--- src/rtl/synth_harness_seq.sv ---
// Sequencer for one synthesis-harness wrapper pair: serial load, settle, capture, sample.
// Optional `SYNTH_SEQ_LFSR_EN` replaces the vec input with an internal 32-bit Galois LFSR source.
module synth_harness_seq #(
  parameter int WIDTH  = 8,
  parameter int SETTLE = 2
) (
  input  logic             clk,
  input  logic             rst_n,
  input  logic             start,
  input  logic [WIDTH-1:0] vec,
  input  logic             pin_out,
  output logic             pin_in,
  output logic             pin_valid,
  output logic             pin_capture,
  output logic             busy,
  output logic             done,
  output logic             result,
  output logic [15:0]      runs
);

  localparam int BW = ($clog2(WIDTH + 1) < 1) ? 1 : $clog2(WIDTH + 1);
  localparam int SW = ($clog2(SETTLE + 1) < 1) ? 1 : $clog2(SETTLE + 1);
  localparam logic [BW-1:0] BIT_LAST    = BW'(WIDTH - 1);
  localparam logic [SW-1:0] SETTLE_LAST = SW'((SETTLE > 0) ? SETTLE - 1 : 0);

  typedef enum logic [2:0] {
    S_IDLE,
    S_SHIFT,
    S_SETTLE,
    S_CAPTURE,
    S_SAMPLE
  } state_t;

  state_t           state_reg, state_next;
  logic [WIDTH-1:0] shreg_reg, shreg_next;
  logic [WIDTH-1:0] shreg_shifted;
  logic [BW-1:0]    bit_cnt_reg, bit_cnt_next;
  logic [SW-1:0]    settle_cnt_reg, settle_cnt_next;
  logic [WIDTH-1:0] load_vec;
  logic             accept;

  // Output registers lag the state by one cycle; sample_reg marks the cycle pin_out is valid.
  logic        pin_in_reg, pin_in_next;
  logic        pin_valid_reg, pin_valid_next;
  logic        pin_capture_reg, pin_capture_next;
  logic        busy_reg, busy_next;
  logic        sample_reg, sample_next;
  logic        done_reg, done_next;
  logic        result_reg, result_next;
  logic [15:0] runs_reg, runs_next;

  assign accept = (state_reg == S_IDLE) && start;

  genvar gi;
  generate
    for (gi = 0; gi < WIDTH; gi++) begin : g_shift
      if (gi == WIDTH - 1) begin : g_msb
        assign shreg_shifted[gi] = 1'b0;
      end else begin : g_mid
        assign shreg_shifted[gi] = shreg_reg[gi+1];
      end
    end
  endgenerate

`ifdef SYNTH_SEQ_LFSR_EN
  logic [31:0] lfsr_reg, lfsr_next;
  logic        unused_vec;

  assign unused_vec = ^vec;
  assign load_vec   = lfsr_reg[WIDTH-1:0];
  assign lfsr_next  = accept ? ({1'b0, lfsr_reg[31:1]} ^ (lfsr_reg[0] ? 32'h80200003 : 32'h0))
                             : lfsr_reg;

  always_ff @(posedge clk or negedge rst_n) begin
    if (!rst_n) begin
      lfsr_reg <= 32'h00000001;
    end else begin
      lfsr_reg <= lfsr_next;
    end
  end
`else
  assign load_vec = vec;
`endif

  always_comb begin
    state_next      = state_reg;
    shreg_next      = shreg_reg;
    bit_cnt_next    = bit_cnt_reg;
    settle_cnt_next = settle_cnt_reg;
    case (state_reg)
      S_IDLE: begin
        if (start) begin
          shreg_next   = load_vec;
          bit_cnt_next = '0;
          state_next   = S_SHIFT;
        end
      end
      S_SHIFT: begin
        shreg_next   = shreg_shifted;
        bit_cnt_next = bit_cnt_reg + 1'b1;
        if (bit_cnt_reg == BIT_LAST) begin
          settle_cnt_next = '0;
          state_next      = (SETTLE == 0) ? S_CAPTURE : S_SETTLE;
        end
      end
      S_SETTLE: begin
        settle_cnt_next = settle_cnt_reg + 1'b1;
        if (settle_cnt_reg == SETTLE_LAST) begin
          state_next = S_CAPTURE;
        end
      end
      S_CAPTURE: state_next = S_SAMPLE;
      S_SAMPLE:  state_next = S_IDLE;
      default:   state_next = S_IDLE;
    endcase

    pin_valid_next   = (state_reg == S_SHIFT);
    pin_in_next      = (state_reg == S_SHIFT) && shreg_reg[0];
    pin_capture_next = (state_reg == S_CAPTURE);
    busy_next        = (state_reg != S_IDLE);
    sample_next      = (state_reg == S_SAMPLE);
    done_next        = sample_reg;
    result_next      = sample_reg ? pin_out : result_reg;
    runs_next        = runs_reg + {15'd0, sample_reg};
  end

  always_ff @(posedge clk or negedge rst_n) begin
    if (!rst_n) begin
      state_reg       <= S_IDLE;
      shreg_reg       <= '0;
      bit_cnt_reg     <= '0;
      settle_cnt_reg  <= '0;
      pin_in_reg      <= 1'b0;
      pin_valid_reg   <= 1'b0;
      pin_capture_reg <= 1'b0;
      busy_reg        <= 1'b0;
      sample_reg      <= 1'b0;
      done_reg        <= 1'b0;
      result_reg      <= 1'b0;
      runs_reg        <= 16'd0;
    end else begin
      state_reg       <= state_next;
      shreg_reg       <= shreg_next;
      bit_cnt_reg     <= bit_cnt_next;
      settle_cnt_reg  <= settle_cnt_next;
      pin_in_reg      <= pin_in_next;
      pin_valid_reg   <= pin_valid_next;
      pin_capture_reg <= pin_capture_next;
      busy_reg        <= busy_next;
      sample_reg      <= sample_next;
      done_reg        <= done_next;
      result_reg      <= result_next;
      runs_reg        <= runs_next;
    end
  end

  assign pin_in      = pin_in_reg;
  assign pin_valid   = pin_valid_reg;
  assign pin_capture = pin_capture_reg;
  assign busy        = busy_reg;
  assign done        = done_reg;
  assign result      = result_reg;
  assign runs        = runs_reg;

endmodule

--- config.mk ---
export PLATFORM = sky130hd
export DESIGN_NAME = synth_harness_seq
export DESIGN_NICKNAME = d
export VERILOG_FILES = /design/src/rtl/synth_harness_seq.sv
export SDC_FILE = /design/constraint.sdc
export NUM_CORES = 1
export LEC_CHECK = 0
export ABC_CLOCK_PERIOD_IN_PS = 2450
export BUFFER_PORTS_ARGS = -buffer_cell sky130_fd_sc_hd__buf_4
export CORE_MARGIN = 2
export CORE_UTILIZATION = 58
export DETAILED_ROUTE_END_ITERATION = 8
export PLACE_DENSITY = 0.83
export SLEW_MARGIN = 20
export SYNTH_ARGS = -nofsm -noshare
export SYNTH_HDL_FRONTEND = slang
export SYNTH_SLANG_ARGS = --single-unit
export TNS_END_PERCENT = 50
--- constraint.sdc ---
create_clock -name clk -period 2.45 [get_ports clk]
set_input_delay 0.3675 -clock clk [delete_from_list [all_inputs] [get_ports clk]]
set_output_delay 0.3675 -clock clk [all_outputs]
set_load 0.05 [all_outputs]
# After elaboration in Yosys (flattened, before gate mapping)
# Cells that the tools add are included.
totals:
  regBits: 40
  latch_bits: 0
  ram_bits: 0
  rom_bits: 0
  input_bits: 12
  out_inout_bits: 22
  elab_cells: 42
  mem_count: 0
classes:
  addsub: 3
  n_mul: 0
  div_mod_pow: 0
  n_lt_le_gt_ge: 0
  n_eq_ne: 9
  n_shift: 0
  n_mux: 10
  n_bitwise: 0
  n_reduce_logical: 8
ops:
  columns: ["cell", "n"]
  rows:
  - ["16-bit by 1-bit adder with 16-bit output", 1]
  - ["8-bit case mux with 2 select lines", 1]
  - ["3-bit case mux with 4 select lines", 1]
  - ["3-bit 2-to-1 mux", 3]
  - ["8-bit 2-to-1 mux", 1]
  - ["4-bit case mux with 2 select lines", 1]
  - ["3-bit by 2-bit equality test with 1-bit output (second input constant)", 2]
  - ["4-bit by 1-bit adder with 4-bit output (second input constant)", 1]
  - ["4-bit by 3-bit equality test with 1-bit output (second input constant)", 1]
  - ["4-bit 2-to-1 mux", 1]
  - ["2-bit inequality test (second input constant)", 2]
  - ["2-bit case mux with 2 select lines", 1]
  - ["2-bit AND reduction", 2]
  - ["2-bit nonzero test", 2]
  - ["3-bit by 1-bit equality test with 1-bit output (second input constant)", 1]
  - ["3-bit equality test (second input constant)", 1]
  - ["3-bit logical NOT", 1]
  - ["3-bit AND reduction", 1]
  - ["3-bit nonzero test", 1]
  - ["2-bit by 1-bit adder with 2-bit output (second input constant)", 1]
  - ["2-bit by 1-bit equality test with 1-bit output (second input constant)", 1]
  - ["2-bit 2-to-1 mux", 1]
  - ["2-bit by 1-bit inequality test with 1-bit output (second input constant)", 1]
  - ["1-bit logical AND", 1]

# Logic depth before layout (Yosys ltp)
# Gate-level depths: netlist of the first run.
logic_depth:
  depth_word: 3
  mapped_depth: 6
  depth_no_buf: 6

# Worst setup path before layout of the first run
# Ideal clock, no wire load.
synth_path:
  path_kind: "register to register"
  from: "register runs_reg[0] (netlist: runs[0])"
  to: "register runs_reg[12] (netlist: runs[12])"
  setup_time_ns: 0.141
  t_arrival_ns: 1.685
  required_time_ns: 2.309
  path_slack_ns: 0.624
  path_stages_with_launch: 7
  n_path_buf: 0
  synth_period_minus_slack_ns: 1.826
  cell_sequence: "dfrtp_1 > ha_1 > ha_1 > nand3_1 > nor2_1 > nand4_1 > xnor2_1"
synth_between:
  elab_chain_len: 1
synth_rtl:
  columns: ["element", "line_no", "rtl"]
  rows:
  - ["start, declared", "50", "logic [15:0] runs_reg, runs_next;"]
  - ["start signal, assigned", "153", "runs_reg <= runs_next;"]
  - ["16-bit by 1-bit adder with 16-bit output", "124", "runs_next = runs_reg + {15'd0, sample_reg};"]
  - ["named net runs_next[12]", "50", null]
# The timed path passes the listed nets, and every way through them passes these cells.
# A chain may end at the register's enable or synchronous reset.

# Final worst setup path of the first run
layout_path:
  from: "register state_reg[0]"
  to: "register settle_cnt_reg[1]"
layout_between:
  elab_chain_len: 3
  elab_cells_between_ends: 6
  classes_between: "3 x eq/ne; 1 x mux; 2 x reduce/logical"
layout_rtl:
  columns: ["element", "line_no", "rtl"]
  rows:
  - ["start, declared", "34", "state_t state_reg, state_next;"]
  - ["start signal, assigned", "142", "state_reg <= state_next;"]
  - ["3-bit by 1-bit equality test with 1-bit output or 3-bit by 2-bit equality test with 1-bit output (tied branches)", "90", "case (state_reg)"]
  - ["2-bit by 1-bit inequality test with 1-bit output (no line) or 2-bit nonzero test (tied branches)", null, null]
  - ["2-bit AND reduction (no line)", null, null]
  - ["end signal, assigned", "145", "settle_cnt_reg <= settle_cnt_next;"]
  - ["end, declared", "38", "logic [SW-1:0] settle_cnt_reg, settle_cnt_next;"]
# Parallel ways exist; a longest one is shown, timed or not.

==> flow_summary.toml, run 1 <==
[outcome]
status = "complete, no violations"

[cts]
cts.sinks = 40
cts_tree = "yes"
cts_resized = 0
clkLatencyLatePin_ps = 350
holdBufCountCts = 1
htreeDepth = 2
cts_buffers = 5
clk_pin_slew_ps = 100
postCtsSetupRepairBufs = 0
root_buffer = "clkbuf_4"
cts_buffer_depth = 2

[power_and_ir_drop]
clkPwrFrac_pct = 17.6
vdd_ir_drop_max_mv = 0.819
seq_power_share_pct = 49.3
p_sw_uw = 714
p_per_area_nw_per_um2 = 935
pwr-share-comb_pct = 33.1
p_int_mw = 1.21
leakagePower_nw = 1.06
p_sw_share_pct = 37.1

[hold_path]
hold_path.class = "input port to register"

[drt]
drc_errors = 0
highest_layer = "met4"
viasPerCell = 5.43
wl_met1_um = 1290
wl_met3_um = 153
dr.first_iter.drc_count = 30
met2_length_um = 1290
dr.pass1.iters = 4
wl_um = 2780
vias = 1184
avgRoutedWirePerCell_um = 12.8
ant_nets = 0

[setup_path]
slowest_delay_ps = 620
cp_max_fo = 17
crit_path_start_kind = "register"
path_cells = "nand2b_1, nor2_1, mux2_1, a21oi_1"
crit_family = "flip-flops"
endpoint_kind = "register"
cpMaxStageDelayCell = "dfrtp_1"
cp.arrival_ps = 1870
worstPathRequired_ps = 2720
criticalPathCategory = "register to register"
crit_buf_inv = 0

[run]
max-cap-violations = 0

[logic_synthesis]
yosysSeqAreaShare_pct = 58.3
synth_top_area_share_pct = 58.3
synth_top_area_cell = "dfrtp_1"
synth_area_per_cell_um2 = 11.6
synth_area_leaders = "dfrtp_1 58%, xnor2_1 4.6%, nand2_1 3.9%, mux2i_1 3.5%, xor2_1 3.1%"
synth_area_um2 = 1720
synth_warnings = 0
syn_inst = 148
ys_ff_latch = 40
syn-num-nets = 164
ys_types = 37

[floorplanning]
die_x_um = 58.4
pin_count = 34
start_util_pct = 61.7
coreArea_um2 = 2780
die_h_um = 58.4
rows = 19
dieArea_um2 = 3410

[global_routing]
grt_pass1_vias = 1079
grt_overflow = 0
track_usage_pct = 19.7
grt_pass1_wl_um = 4900
grt_max_degree = 41
antenna_found_initial = 0

[placement]
hpwl_um = 2070
gp_congestion = 0.770
port_buffers = 33
placed_cell_area_um2 = 1980

[sta]
fin_crit_ps = 1590
finalSetupViolCount = 0
slew_headroom_pct = 57.9
fin_crit_sh_pct = 65.1
fmax_ghz = 0.627
finClkSkew_ps = 7.12
slew_violations = 0
setup_tns_ps = 0
timing.hold.ws_ps = 251
hold_viol = 0
rsz0062_at_grt = "no"
tightest_slew_ps = 631

[layout]
largest_register_ffs = 16
layout_commonest_cell = "dfrtp_1"
final_core_util_pct = 73.9
fin_nets = 202
synthToLayoutAreaGrowth_pct = 19.7
fin_area_um2 = 2050
diodes = 0
drive_gt1_share_pct = 27.3
final_cell_mix = "40 x dfrtp_1, 33 x buf_4, 18 x nand2_1"
## synth_stat cells (all sizes together)
master / count
a211oi: 1
a21oi: 4
a22o: 1
a31oi: 1
and2: 1
and3: 4
and3b: 1
and4: 1
buf: 3
dfrtp: 40
ha: 4
inv: 5
mux2: 2
mux2i: 6
nand2: 18
nand2b: 2
nand3: 5
nand3b: 3
nand4: 1
nor2: 12
nor3b: 2
o21ai: 12
o22ai: 1
o2bb2ai: 1
o31ai: 1
or3b: 1
xnor2: 9
xor2: 6
## area by class of cell
cell class | count | area [um^2]
multi-input cells | 100 | 677
well taps | 31 | 38.8
repair buffers | 34 | 258
clock buffers | 6 | 51.3
clock inverters | 2 | 10.0
inverters | 5 | 18.8
flip-flops and latches | 40 | 1000
fillers | 211 | 727
## cell families after synthesis
logic type | count (synthesis) | synth area share, %
flip-flops | 40 | 58.3
AND/OR/NAND/NOR | 51 | 16.3
buffers and inverters | 8 | 2.26
multiplexers | 8 | 4.81
XOR/XNOR | 15 | 7.65
AO/OA/AOI/OAI | 22 | 7.80
adder cells (fa/ha/maj) | 4 | 2.92
## per-stage QoR
step           total power, mW  setup WS, ps  cells
3_5_place_dp              1.61           861    209
3_3_place_gp              1.57           892    209
4_1_cts                   1.95           837    218
5_1_grt                   2.07           723    218
2_1_floorplan             1.43           624    148
6_report                  1.92           855    218
## power groups by stage
stage	Clock [mW]	Sequential, mW	Combinational (mW)
final	0.338	0.947	0.637
after global placement	0	0.949	0.623
after CTS	0.349	0.949	0.648
after floorplan	0	1.06	0.375
after detailed placement	0	0.962	0.647
after global routing	0.382	0.971	0.713
## worst register-to-register path, cell delays in order, from the launching register on
cell and delay, ps:
dfrtp_1 620, nand2b_1 280, nor2_1 180, mux2_1 340, a21oi_1 110
## final timing paths
check	slack, ps	from	to	cells after the start
min reg2reg	430	done_next	done	0
max	860	state_reg[0]	settle_cnt_reg[1]	4
min	250	pin_out	result	2
min in group asynchronous	510	rst_n	pin_in	2
max reg2reg	860	state_reg[0]	settle_cnt_reg[1]	4
max in group asynchronous	1600	rst_n	bit_cnt_reg[1]	2
## routing by layer
metal	vias to the layer above	GRT usage, %
met1	572	25.2
met4	0	8.97
met3	5	7.25
met5	-	0
li1	578	-
met2	29	30.2
Power figures use the tool's default switching activity.
==> inputs of run 2 (changes only) <==
- ABC_AREA: not set -> 1
- ABC_CLOCK_PERIOD_IN_PS: 2450 -> 1400
- CORE_UTILIZATION: 58 -> 49
- PLACE_DENSITY: 0.83 -> 0.75
- clock period: 2.45 -> 1.4 ns (I/O delays scaled with it)
==> run 2 against run 1 <==
Critical endpoint is now runs[10]. Die area grew 24%. Power grew 110%. Clock skew is essentially flat. Area after synthesis grew 6.3%. Clock power grew 120%. Wire length grew 20%. Combinational power grew to 2.5 times the previous value. Cell area grew 10%. Cell count grew 39%. Via count grew 20%. Register-to-register slack lost 760 ps. Hold slack lost 100 ps.
==> flow_summary.toml, run 2 <==
[sta]
tightest_slew_ps = 487
fin_crit_ps = 1300
fin_ws_ps = 96.7
timing.hold.ws_ps = 150
finalSetupViolCount = 0
hold_viol = 0
slew_violations = 0
fin_crit_sh_pct = 93.1
setup_tns_ps = 0
rsz0062_at_grt = "no"
slew_headroom_pct = 67.5
fmax_ghz = 0.767
finClkSkew_ps = 7.61

[placement]
gp_congestion = 0.769
port_buffers = 33
dp_slack_ps = 106
hpwl_um = 2340

[outcome]
status = "complete, no violations"

[setup_path]
crit_path_start_kind = "register"
slowest_delay_ps = 410
criticalPathCategory = "register to register"
cp_max_fo = 7
cpMaxStageDelayCell = "dfrtp_1"
path_common_cell = "ha_4"
endpoint_kind = "register"
worst_r2r_path_depth = 6
path_cells = "ha_4, ha_4, nand2_2, nor2_4, nand2_1, xor2_1"
crit_family = "flip-flops"
crit_cells = 6
cp.arrival_ps = 1490
crit_buf_inv = 0
worstPathRequired_ps = 1580
reg2reg_slack_ps = 100

[logic_synthesis]
syn_inst = 213
yosysSeqAreaShare_pct = 54.9
synthArstFlopShare_pct = 100
syn-num-nets = 229
ys_types = 22
yosys-top-cells-count = "83 x nand2_1, 40 x dfrtp_1, 18 x inv_1"
synth_top_area_share_pct = 54.9
synth_area_um2 = 1820
synth_area_leaders = "dfrtp_1 55%, nand2_1 17%, inv_1 3.7%, nand3_1 3.6%, nor2_1 3.5%"
ys_ff_latch = 40
synth_warnings = 0
synth_edf_count = 0
yosysMostFrequentCell = "nand2_1"
synth_top_area_cell = "dfrtp_1"
synth_area_per_cell_um2 = 8.56
ys.flop_type = "dfrtp_1"

[cts]
cts_resized = 0
cts.sinks = 40
clk_pin_slew_ps = 80
clkLatencyLatePin_ps = 290
htreeDepth = 2
cts_buffer_depth = 2
root_buffer = "clkbuf_8"
cts_buffers = 5
cts_tree = "yes"

[drt]
viasPerCell = 4.69
vias = 1425
dr.pass1.iters = 4
ant_nets = 0
drc_errors = 0
dr.first_iter.drc_count = 50
avgRoutedWirePerCell_um = 11.0
wl_um = 3350

[global_routing]
grt_pass1_wl_um = 5740
track_usage_pct = 18.0
grt_overflow = 0
antenna_found_initial = 0
grt_pass1_vias = 1346
grt_max_degree = 41

[layout]
layout_commonest_cell = "nand2_1"
fillers = 330
largest_register_ffs = 16
drive_gt1_share_pct = 23.8
final_core_util_pct = 62.7
diodes = 0
final_cell_mix = "82 x nand2_1, 37 x dfrtp_1, 37 x buf_4"
synthToLayoutAreaGrowth_pct = 23.9
fin_nets = 271

[power_and_ir_drop]
leakagePower_nw = 1.15
vdd_ir_drop_max_mv = 1.07
p_per_area_nw_per_um2 = 1790

[floorplanning]
dieArea_um2 = 4230
die_h_um = 65.0
pin_count = 34
start_util_pct = 50.6
die_x_um = 65.0
coreArea_um2 = 3610
rows = 22

[run]
max-cap-violations = 0

[hold_path]
hold_path_depth = 2
hold_path.class = "input port to register"
[run 2: cell types whose count changed after synthesis, sizes merged, moves of 3 or more]
cell,delta
nand2,+66
inv,+16
nand3,+9
nor2,+8
xnor2,-6
mux2i,-5
nand4,+5
a21oi,-4
and3,-4
o21ai,-4
nand3b,-3
or2,+3
[run 2: layer usage]
metal	vias up	share of wire, %	GRT usage, %
li1	747	-	-
met1	640	45	22.3
met2	34	48	29.4
met3	4	5.4	5.38
met4	0	1.3	7.55
met5	-	0	0
[run 2: worst paths after layout]
kind,end,from
setup reg to reg,runs[10],done_next
hold / removal,result,pin_out
setup / recovery,runs[10],done_next
min in group asynchronous,runs[4],rst_n
max in group asynchronous,runs[0],rst_n
hold reg to reg,done,done_next
[run 2: through the flow]
step,power [mW],instances,cell area (um^2)
after CTS,4.08,303,2250
after floorplan,2.93,213,1860
after detailed placement,3.34,294,2160
after global routing,4.36,304,2260
after global placement,3.29,294,2160
final,4.03,304,2260
[run 2: worst reg2reg max path: cells and delay by family (launching register included)]
kind | cells | cell delay [ps]
DFF | 1 | 410
and+or+nand+nor | 3 | 330
adders and majority gates | 2 | 320
xor gates and xnor gates | 1 | 150
[run 2: power breakdown]
part           internal [mW]  switching (mW)  total [mW]
registers               1.47           0.224        1.69
logic                  0.566            1.04        1.60
clock network          0.350           0.385       0.735
total                   2.39            1.65        4.03
[run 2: repair_timing]
item                                   in CTS  in global routing
endpoints found under the hold margin      40                  0
setup buffers                               0                  1
hold buffers                                1                  0
setup endpoints to repair                   0                  1
[run 2: cell type report]
| cell class | count | area [um^2] | share of cell area, % |
|---|---|---|---|
| multi-input cells | 149 | 747 | 33.1 |
| clock buffers | 7 | 76.3 | 3.38 |
| well taps | 48 | 60.1 | 2.66 |
| flip-flops and latches | 40 | 1000 | 44.5 |
| repair buffers | 38 | 288 | 12.7 |
| inverters | 21 | 78.8 | 3.49 |
| clock inverters | 1 | 5.00 | 0.221 |
[run 2: logic make-up after synthesis]
logic type,share of synthesized area (%)
AOI/OAI and AO/OA,2.19
xor gates and xnor gates,3.36
adders and majority gates,2.74
buffers and inverters,5.97
DFF,54.9
muxes,1.17
and+or+nand+nor,29.7
==> inputs of run 3 (changes only) <==
- CORE_MARGIN: 2 -> 5
==> run 3 against run 2 <==
Non-clock buffer count grew 1. Flip-flop and latch count is the same. Clock power grew 5.6%. Wire length grew 3.9%. Clock skew shrank 3.2 ps. Sequential share of layout area shrank 0.41 points. Hold slack gained 0.59 ps. Via count grew 3.8%. Register-to-register slack gained 20 ps. First-iteration DRC count shrank 10%. Sequential power is essentially flat. Die area grew 19%.
==> flow_summary.toml, run 3 (synthesis gave the netlist of run 2 again) <==
[floorplanning]
die_x_um = 71.0
dieArea_um2 = 5040
start_util_pct = 50.2
rows = 22
coreArea_um2 = 3630
pin_count = 34
die_h_um = 71.0

[setup_path]
worstPathRequired_ps = 1580
crit_path_start_kind = "register"
cp_max_fo = 7
worst_r2r_path_depth = 6
criticalPathCategory = "register to register"
endpoint_kind = "register"
cp.arrival_ps = 1460

[placement]
port_buffers = 33
dpl.cell_count = 295
placed_cell_area_um2 = 2170
hpwl_um = 2620
gp_congestion = 0.835

[drt]
vias = 1479
drc_errors = 0
dr.pass1.iters = 4
dr.first_iter.drc_count = 45
wl_um = 3480
ant_nets = 0
viasPerCell = 4.85
avgRoutedWirePerCell_um = 11.4

[layout]
drive_gt1_share_pct = 25.3
fillers = 337
fin_nets = 272
largest_register_ffs = 16
fin_area_um2 = 2280
final_core_util_pct = 62.8
synthToLayoutAreaGrowth_pct = 25.0
final_cell_mix = "82 x nand2_1, 38 x buf_4, 37 x dfrtp_1"
layout.cells.non_filler = 305
layout_commonest_cell = "nand2_1"
diodes = 0

[cts]
clkLatencyLatePin_ps = 290
htreeDepth = 2
clk_pin_slew_ps = 70
cts_tree = "yes"
cts_buffers = 5
cts.sinks = 40
cts_buffer_depth = 2
root_buffer = "clkbuf_8"

[run]
max-cap-violations = 0

[sta]
fin_crit_sh_pct = 91.5
slew_violations = 0
fin_crit_ps = 1280
slew_headroom_pct = 66.7
hold_viol = 0
rsz0062_at_grt = "no"
finalSetupViolCount = 0
setup_tns_ps = 0
finClkSkew_ps = 4.37
fmax_ghz = 0.781
tightest_slew_ps = 500

[power_and_ir_drop]
p_total_mw = 4.11
leakagePower_nw = 1.16
p_per_area_nw_per_um2 = 1800
vdd_ir_drop_max_mv = 0.830

[global_routing]
grt_overflow = 0
track_usage_pct = 15.8
grt_max_degree = 41
grt_pass1_wl_um = 6290
grt_pass1_vias = 1487
antenna_found_initial = 0

[outcome]
status = "complete, no violations"

[hold_path]
hold_path_depth = 2
hold_path.class = "input port to register"
==> run 3: changes by cell type in the layout (fill, tap and decap cells not counted) <==
cell / change
nor2_1: -1
clkbuf_8: +1
buf_4: +1
clkinv_2: +1
clkbuf_1: -2
nor2_2: +1
==> run 3: per-layer routing <==
metal  wire length, um  GRT usage (%)  vias to the layer above  share of wire (%)
met5                 0              0                        -                  0
met3               215           4.97                        4                6.2
met1              1430           17.4                      697                 41
met2              1790           27.9                       29                 52
met4                42           6.68                        0                1.2
li1                  -              -                      749                  -
==> run 3: final timing paths <==
kind                                   start           end  slack [ps]
worst min-delay path                 pin_out        result         150
min in group asynchronous              rst_n       runs[4]         430
worst min register to register  shreg_reg[0]  shreg_reg[0]         480
worst max register to register     done_next      runs[10]         120
max in group asynchronous              rst_n       runs[1]         600
worst max-delay path               done_next      runs[10]         120
==> run 3: what timing repair did <==
item | 4_1_cts | 5_1_grt
setup buffers | 0 | 1
endpoints found under the hold margin | 40 | 0
gates resized for setup | 0 | 1
hold buffers | 1 | 0
endpoints found under the setup margin | 0 | 5
==> run 3: layout make-up <==
class / instances / area (um^2) / share of cell area (%)
Sequential cell: 40 / 1000 / 44.0
Multi-Input combinational cell: 149 / 749 / 32.9
Timing Repair Buffer: 39 / 295 / 12.9
Clock buffer: 6 / 82.6 / 3.62
Inverter: 21 / 78.8 / 3.46
Tap cell: 48 / 60.1 / 2.63
Clock inverter: 2 / 10.0 / 0.439
==> run 3: critical path, stage by stage (launching register included) <==
cell and delay, ps:
dfrtp_1 400, ha_4 170, ha_4 130, nand2_2 70
nor2_4 170, nand2_1 90, xor2_1 140
==> run 3: per-stage QoR <==
step	hold WS, ps	setup WS (ps)
6_report	151	120
5_1_grt	132	20.9
4_1_cts	136	70.8
3_5_place_dp	211	91.8
3_3_place_gp	211	137
2_1_floorplan	-85.6	1.24
==> run 3: power breakdown <==
group	switching, mW	total, mW	leakage (nW)	internal, mW
logic	1.05	1.65	0.595	0.596
registers	0.221	1.69	0.519	1.47
clock network	0.383	0.776	0.0510	0.393
